**src/rtl/gf_pkg.sv**
```systemverilog
// rtl/gf_pkg.sv - shared types, constants and helpers for the GF(2^M) digit-serial multiplier
//
// Contents:
//   gf_mult_state_t : controller state encoding {IDLE, CALC, DONE}
//   GF163_M         : NIST B-163 field degree
//   GF163_POLY      : low 163 bits of x^163 + x^7 + x^6 + x^3 + 1 (x^163 implicit)
//   gf_num_digits   : number of D-bit digits needed to cover M bits, ceil(M/D)
package gf_pkg;

    typedef enum logic [1:0] {
        IDLE = 2'd0,
        CALC = 2'd1,
        DONE = 2'd2
    } gf_mult_state_t;

    localparam int GF163_M = 163;
    localparam logic [162:0] GF163_POLY = 163'hC9;

    function automatic int gf_num_digits(input int m, input int d);
        return (m + d - 1) / d;
    endfunction

endpackage

```
**src/rtl/gf_digit_step.sv**
```systemverilog
// rtl/gf_digit_step.sv - one combinational digit step of the MSB-first GF(2^M) multiplier
//
// Computes acc_next = (acc * x^D mod f) XOR (a_r * digit mod f), where f = x^M + poly.
//
// Ports:
//   acc      in  M  running accumulator
//   a_r      in  M  latched operand A
//   digit    in  D  current digit of B, bit i is the coefficient of x^i
//   poly     in  M  low M bits of the reduction polynomial
//   acc_next out M  reduced accumulator after this digit
module gf_digit_step #(
    parameter int M = 163,
    parameter int D = 4
) (
    input  logic [M-1:0] acc,
    input  logic [M-1:0] a_r,
    input  logic [D-1:0] digit,
    input  logic [M-1:0] poly,
    output logic [M-1:0] acc_next
);

    // Multiply by x and reduce: the bit shifted out of x^(M-1) folds back as poly.
    function automatic logic [M-1:0] mul_x(input logic [M-1:0] v, input logic [M-1:0] p);
        return (v << 1) ^ (v[M-1] ? p : '0);
    endfunction

    logic [M-1:0] shifted;
    logic [M-1:0] a_pow;
    logic [M-1:0] partial;

    always_comb begin
        shifted = acc;
        a_pow   = a_r;
        partial = '0;
        for (int i = 0; i < D; i++) begin
            shifted = mul_x(shifted, poly);
        end
        // a_pow walks through A*x^i mod f; each set digit bit selects one term.
        for (int i = 0; i < D; i++) begin
            if (digit[i]) begin
                partial = partial ^ a_pow;
            end
            a_pow = mul_x(a_pow, poly);
        end
        acc_next = shifted ^ partial;
    end

endmodule

```
**src/rtl/gf_digit_mult.sv**
```systemverilog
// rtl/gf_digit_mult.sv - digit-serial GF(2^M) polynomial-basis multiplier with interleaved reduction
//
// Consumes D bits of B per clock, MSB first; the product is fully reduced when done fires.
// Optional build macro GF_DIGIT_MULT_RUNTIME_POLY_EN adds a poly input latched on start,
// otherwise the reduction polynomial is the constant parameter POLY.
//
// Ports:
//   clk     in  1  clock, rising edge
//   n_rst   in  1  asynchronous active-low reset
//   start   in  1  request, sampled only in IDLE
//   a       in  M  operand A, sampled on the accepted start
//   b       in  M  operand B, sampled on the accepted start
//   poly    in  M  (GF_DIGIT_MULT_RUNTIME_POLY_EN only) low M bits of f, sampled on start
//   busy    out 1  high while in CALC or DONE
//   done    out 1  one-cycle pulse, product valid from this cycle
//   product out M  A*B mod f, held until the next operation completes
module gf_digit_mult
    import gf_pkg::*;
#(
    parameter int           M    = GF163_M,
    parameter int           D    = 4,
    parameter logic [M-1:0] POLY = GF163_POLY
) (
    input  logic         clk,
    input  logic         n_rst,
    input  logic         start,
    input  logic [M-1:0] a,
    input  logic [M-1:0] b,
`ifdef GF_DIGIT_MULT_RUNTIME_POLY_EN
    input  logic [M-1:0] poly,
`endif
    output logic         busy,
    output logic         done,
    output logic [M-1:0] product
);

    localparam int K  = gf_num_digits(M, D);
    localparam int KD = K * D;
    localparam int CW = $clog2(K + 1);

    gf_mult_state_t state;
    gf_mult_state_t state_next;

    logic [M-1:0]  a_r;
    logic [M-1:0]  acc;
    logic [M-1:0]  acc_next;
    logic [M-1:0]  poly_use;
    logic [KD-1:0] b_r;
    logic [CW-1:0] cnt;
    logic          last_digit;

`ifdef GF_DIGIT_MULT_RUNTIME_POLY_EN
    logic [M-1:0] poly_r;
    assign poly_use = poly_r;
`else
    assign poly_use = POLY;
`endif

    assign last_digit = (cnt == CW'(K - 1));

    gf_digit_step #(
        .M(M),
        .D(D)
    ) u_step (
        .acc      (acc),
        .a_r      (a_r),
        .digit    (b_r[KD-1 -: D]),
        .poly     (poly_use),
        .acc_next (acc_next)
    );

    always_ff @(posedge clk or negedge n_rst) begin
        if (!n_rst) begin
            state <= IDLE;
        end else begin
            state <= state_next;
        end
    end

    always_comb begin
        state_next = state;
        case (state)
            IDLE:    if (start) state_next = CALC;
            CALC:    if (last_digit) state_next = DONE;
            DONE:    state_next = IDLE;
            default: state_next = IDLE;
        endcase
    end

    always_ff @(posedge clk or negedge n_rst) begin
        if (!n_rst) begin
            a_r     <= '0;
            b_r     <= '0;
            acc     <= '0;
            cnt     <= '0;
            product <= '0;
`ifdef GF_DIGIT_MULT_RUNTIME_POLY_EN
            poly_r  <= '0;
`endif
        end else begin
            case (state)
                IDLE: begin
                    if (start) begin
                        a_r    <= a;
                        // Zero padding sits above the MSB so it is consumed first and adds nothing.
                        b_r    <= KD'(b);
                        acc    <= '0;
                        cnt    <= '0;
`ifdef GF_DIGIT_MULT_RUNTIME_POLY_EN
                        poly_r <= poly;
`endif
                    end
                end
                CALC: begin
                    acc <= acc_next;
                    b_r <= b_r << D;
                    cnt <= cnt + 1'b1;
                    if (last_digit) begin
                        product <= acc_next;
                    end
                end
                default: ;
            endcase
        end
    end

    assign busy = (state == CALC) || (state == DONE);
    assign done = (state == DONE);

endmodule

```
**config.mk**
```make
export PLATFORM = sky130hd
export DESIGN_NAME = gf_digit_mult
export DESIGN_NICKNAME = d
export VERILOG_FILES = /design/src/rtl/gf_pkg.sv /design/src/rtl/gf_digit_step.sv /design/src/rtl/gf_digit_mult.sv
export SDC_FILE = /design/constraint.sdc
export NUM_CORES = 2
export LEC_CHECK = 0
export ABC_AREA = 1
export CAP_MARGIN = 20
export CORE_MARGIN = 4
export CORE_UTILIZATION = 39
export DETAILED_ROUTE_END_ITERATION = 8
export GPL_TIMING_DRIVEN = 1
export PLACE_DENSITY_LB_ADDON = 0.08
export SYNTH_ARGS = -nofsm -noshare
export SYNTH_HDL_FRONTEND = slang
export SYNTH_SLANG_ARGS = --single-unit
```
**constraint.sdc**
```tcl
create_clock -name clk -period 2 [get_ports clk]
set_input_delay 0.4 -clock clk [delete_from_list [all_inputs] [get_ports clk]]
set_output_delay 0.4 -clock clk [all_outputs]
set_load 0.05 [all_outputs]
```
Yosys cells after proc, flatten, opt, wreduce, memory -nomap -nowiden

Index checks and enable logic that the tools add are counted.

Register bits after elaboration: 661
Latch bits: 0
RAM bits: 0
Memory bits (read-only): 0
Input port bits: 329
Output and inout port bits: 165
Word-level logic and storage cells: 50
Memories: 0

Add/sub/neg operators: 1
$mul: 0
Div/mod/pow operators: 0
Magnitude comparators: 0
Equality and inequality tests: 5
Shift operators: 0
Muxes and demuxes: 20
Bitwise logic cells: 11
Reduce and logical (&&, ||, !) cells: 7

Operator list:

| kind                  | count |
|---|---|
| $xor A163 B163 Y163   | 11 |
| $mux W163             | 5 |
| $pmux W164 S2         | 1 |
| $pmux W163 S2         | 1 |
| $mux W164             | 1 |
| $mux W8               | 7 |
| $pmux W6 S2           | 1 |
| $reduce_and A2 Y1     | 4 |
| $add A6 B1 Y6 const B | 1 |
| $eq A6 B6 Y1 const B  | 1 |
| $mux W6               | 1 |
| $mux W2               | 2 |
| $ne A2 B2 Y1 const B  | 2 |
| $pmux W2 S2           | 1 |
| $eq A2 B1 Y1 const B  | 1 |
| $eq A2 B2 Y1 const B  | 1 |
| $logic_not A2 Y1      | 1 |
| $reduce_bool A2 Y1    | 1 |
| $logic_or A1 B1 Y1    | 1 |

Logic depth before layout (Yosys ltp)

Depth after elaboration: 10
Depth in mapped cells: 12
Mapped depth without buffers: 12

Hierarchy

Synthesis repeated with hierarchy kept, for this count alone.

Cells, all modules: 12846
Area, all modules: 67992.7 µm²

Modules (own cells, without submodules):

| module        | instances | cells an instance | area each (µm²) |
|---|---|---|---|
| gf_digit_step | 1         | 9965              | 41703.7 |
| gf_digit_mult | 1         | 2881              | 26289.0 |

Worst setup path after synthesis

OpenSTA, ideal clock, no wires.

Path type: register to register
From: reg state[1]
To: reg b_r[101]
Arrival: 1.562 ns
Data required time: 1.870 ns
Path slack: 0.308 ns
Stages on the path, launching flop included: 9
Path buffers: 3
Clock period less this slack: 1.692 ns
Cells stage by stage: dfrtp_1 inv_1 ha_1 inv_2 o21ai_0 buf_2 buf_4 clkbuf_1 o21ai_0

Longest elaborated chain between the ends: 3

RTL lines:

| item                                                                | RTL line             | text |
|---|---|---|
| from (decl)                                                         | gf_digit_mult.sv:41  | `gf_mult_state_t state;` |
| from (signal assigned)                                              | gf_digit_mult.sv:76  | `state <= state_next;` |
| $eq A2 B1 Y1 / $logic_not A2 Y1 (equally long branches)             | gf_digit_mult.sv:101 | `case (state)` |
| $reduce_bool A2 Y1 (no line) / $ne A2 B2 Y1 (equally long branches) | -                    |  |
| $reduce_and A2 Y1 (no line)                                         | -                    |  |
| to (signal assigned)                                                | gf_digit_mult.sv:106 | `b_r <= KD'(b);` |
| to (signal assigned)                                                | gf_digit_mult.sv:116 | `b_r <= b_r << D;` |
| to (decl)                                                           | gf_digit_mult.sv:48  | `logic [KD-1:0] b_r;` |

Parallel ways exist; a longest one is shown, timed or not.
A chain may end at the register's enable or synchronous reset.

Worst setup path after layout

From: reg state[1]
To: out busy

Longest elaborated chain between the ends: 2

RTL lines:

| item                                                | RTL line             | text |
|---|---|---|
| $eq A2 B1 Y1 / $eq A2 B2 Y1 (equally long branches) | gf_digit_mult.sv:127 | `assign busy = (state == CALC) \|\| (state == DONE);` |
| $logic_or A1 B1 Y1 (*)                              | gf_digit_mult.sv:127 |  |
| to (decl)                                           | gf_digit_mult.sv:32  | `output logic busy,` |

Every way passes the cells marked *; elsewhere a longest branch is shown, timed or not.

==> flow_summary.ini <==
[route]
antenna_left = 0
drt_iter0_drc = 1823
vias = 32200
post_drt_wl_per_cell_um = 16.89
drc = 0
met1_length_mm = 50.71
wl_met3_mm = 5.452
wl_mm = 114.3
firstDrtPassIters = 5
wl_met2_mm = 55.08
vias_per_cell = 4.759
routed.top_layer = met5

[grt]
grt_usage = 0.2204
grt-ovfl-total = 0
antenna_found_initial = 15
grt_max_degree = 97
grt_pass1_vias = 32000
grt_pass1_wl_mm = 181.5

[pwr]
power_density_nw_per_um2 = 1648
leakage_nw = 23.38
ir_worst_vdd_v = 0.001035
total_power_mw = 79.60

[critical_path]
crit_chain = inv_2, ha_4, buf_12
cp_max_fo = 3
cp_slowest_cell = dfrtp_1
crit_path_start_kind = flop
crit_required_ns = 1.60
arrival_ns = 1.55
max_stage_delay_ns = 0.40
end_kind = output port
reg2reg_from = b_r[163]$_DFFE_PN0P_
reg2reg_depth = 7
critPathKind = reg2out
crit_path_start = state[1]$_DFFE_PN0P_

[logic_synthesis]
synth_area_um2 = 38420
synth-seq-area-share = 0.4306
syn_inst = 4965
ys_warn_count = 0
synthesis.nets = 5299
synth-seq-cells = 661
syn_area_per_cell_um2 = 7.737
synthDistinctLibCells = 26

[sta]
rsz0062_at_grt = yes
clock_skew_ns = 0.01660
period_needed_ns = 1.946
fmax_mhz = 513.9
setup_violations = 0
fin_crit_sh = 0.9729
maxSlewViolCount = 0
hold_viol_final = 0
tightest_slew_ns = 0.6270
max_slew_margin = 0.5820

[min_path]
hold_path.class = in2reg
worstHoldPathCells = 3
min_from = a[149]

[cts]
clkTransAtPathRegs_ns = 0.06
clock-sinks = 661
cts_tree = yes
clk_latency_ns = 0.66
clock_path_buffers = 3
cts-root-buf = clkbuf_16
htree_num_levels = 3
cts_buffers = 81

[layout]
area_growth_pct = 25.72
drive_gt1_frac = 0.09068
final_cell_mix = 2370 x nand2_1, 657 x dfrtp_1, 346 x nand3_1
fin_util = 0.4972
final_common_cell = nand2_1
final_nets = 5751
stdcell_count = 6765

[placement]
dp_cells = 6605
portBuffers = 493
hpwl_mm = 81.10
gp_congestion = 0.8069

[flow_run]
cap_violations = 0

[floorplanning]
core_area_um2 = 97140
placementRows = 114
start_util = 0.3955
die_h_um = 321.9
ios = 494
dieWidth_um = 321.9
die_area_um2 = 103600

[outcome]
status = finished, final reports clean
==> cell families (layout without fill, tap and decap cells) <==
family | after synthesis | in the layout | share of synthesized area
other cells | 0 | 8 | 0
buf+inv | 573 | 1089 | 0.06250
compound gates | 302 | 302 | 0.04850
fa+ha+maj | 5 | 5 | 0.001629
xor+xnor | 640 | 640 | 0.1729
flops | 661 | 661 | 0.4306
simple gates | 2784 | 2784 | 0.2839
==> area by class of cell <==
cell class / instances / area (um2)
diodes: 8 / 20.02
clock buffers: 121 / 2397
clock inverters: 26 / 381.6
fillers: 9415 / 48840
inverters: 320 / 1216
multi-input cells: 3731 / 19550
flip-flops and latches: 661 / 16560
well taps: 1276 / 1597
repair buffers: 622 / 6578
==> path summary, 6_finish.rpt <==
check / endpoint / slack [ns]
max: busy / 0.05
min: a_r[149]$_DFFE_PN0P_ / 0.27
max reg2reg: product[97]$_DFFE_PN0P_ / 0.11
min reg2reg: product[94]$_DFFE_PN0P_ / 0.47
max in group asynchronous: a_r[83]$_DFFE_PN0P_ / 0.80
min in group asynchronous: b_r[86]$_DFFE_PN0P_ / 0.32
==> layer usage <==
layer,vias up,global-route usage
met2,584,0.3708
met3,155,0.04273
met4,12,0.06446
met5,-,0
li1,16250,-
met1,15190,0.2896
==> synth_stat cells <==
cell type  instances  share of area
o211ai_1         118          0.023
ha_1               5         0.0016
buf_1              9        0.00088
xnor2_1          179          0.041
nand2_1         2371           0.23
or2_2              1        0.00016
nand3_1          346          0.045
a22o_1             1        0.00023
dfrtp_1          661           0.43
o21a_1             1        0.00020
xor2_1           323          0.074
nand4_1            3        0.00049
nand3b_1           2        0.00039
o21ai_0          138          0.018
a31oi_1           40         0.0065
clkbuf_1         126          0.012
buf_4             21         0.0041
nor3b_1            1        0.00020
buf_2             89          0.012
a21oi_1            4        0.00052
nor2_1            58         0.0057
buf_6              8         0.0023
nor3_1             2        0.00026
inv_2              3        0.00029
xnor2_2          138          0.058
inv_1            317          0.031
==> critical path, delay by kind of cell (launching register included) <==
| family | cells | cell delay [ns] |
|---|---|---|
| fa+ha+maj | 1 | 0.23 |
| flops | 1 | 0.40 |
| buf+inv | 2 | 0.26 |
==> through the flow <==
stage | setup slack [ns] | cell area (um2) | TNS [ns] | hold WS (ns)
after floorplan | 0.3082 | 38420 | 0 | 0.1044
after global placement | 0.04120 | 45410 | 0 | 0.4247
after detailed placement | 0.0009701 | 45410 | 0 | 0.4276
after CTS | -0.01157 | 48180 | -0.01157 | 0.2119
after global routing | -0.01909 | 48300 | -0.06123 | 0.2463
final | 0.05417 | 48300 | 0 | 0.2741
==> flip-flops by register name, summed over array words and instances (netlist names) <==
name and flops:
product 163, state 2, acc 163, b_r 164
cnt 6, a_r 163
==> repair_timing <==
action / CTS / global route
gates resized for setup: 180 / 37
hold buffers: 1 / 0
buffers inserted: 1 / 2
endpoints found under the hold margin: 24 / 0
setup endpoints to repair: 106 / 119
gates cloned: 0 / 1
pin swaps: 0 / 2
==> where the power goes <==
part / leakage, nW / switching [mW] / total (mW) / internal, mW
logic: 13.6 / 24.1 / 41.7 / 17.6
registers: 8.46 / 4.31 / 22.5 / 18.2
clock network: 1.36 / 6.22 / 15.4 / 9.13
Power figures use the tool's default switching activity.
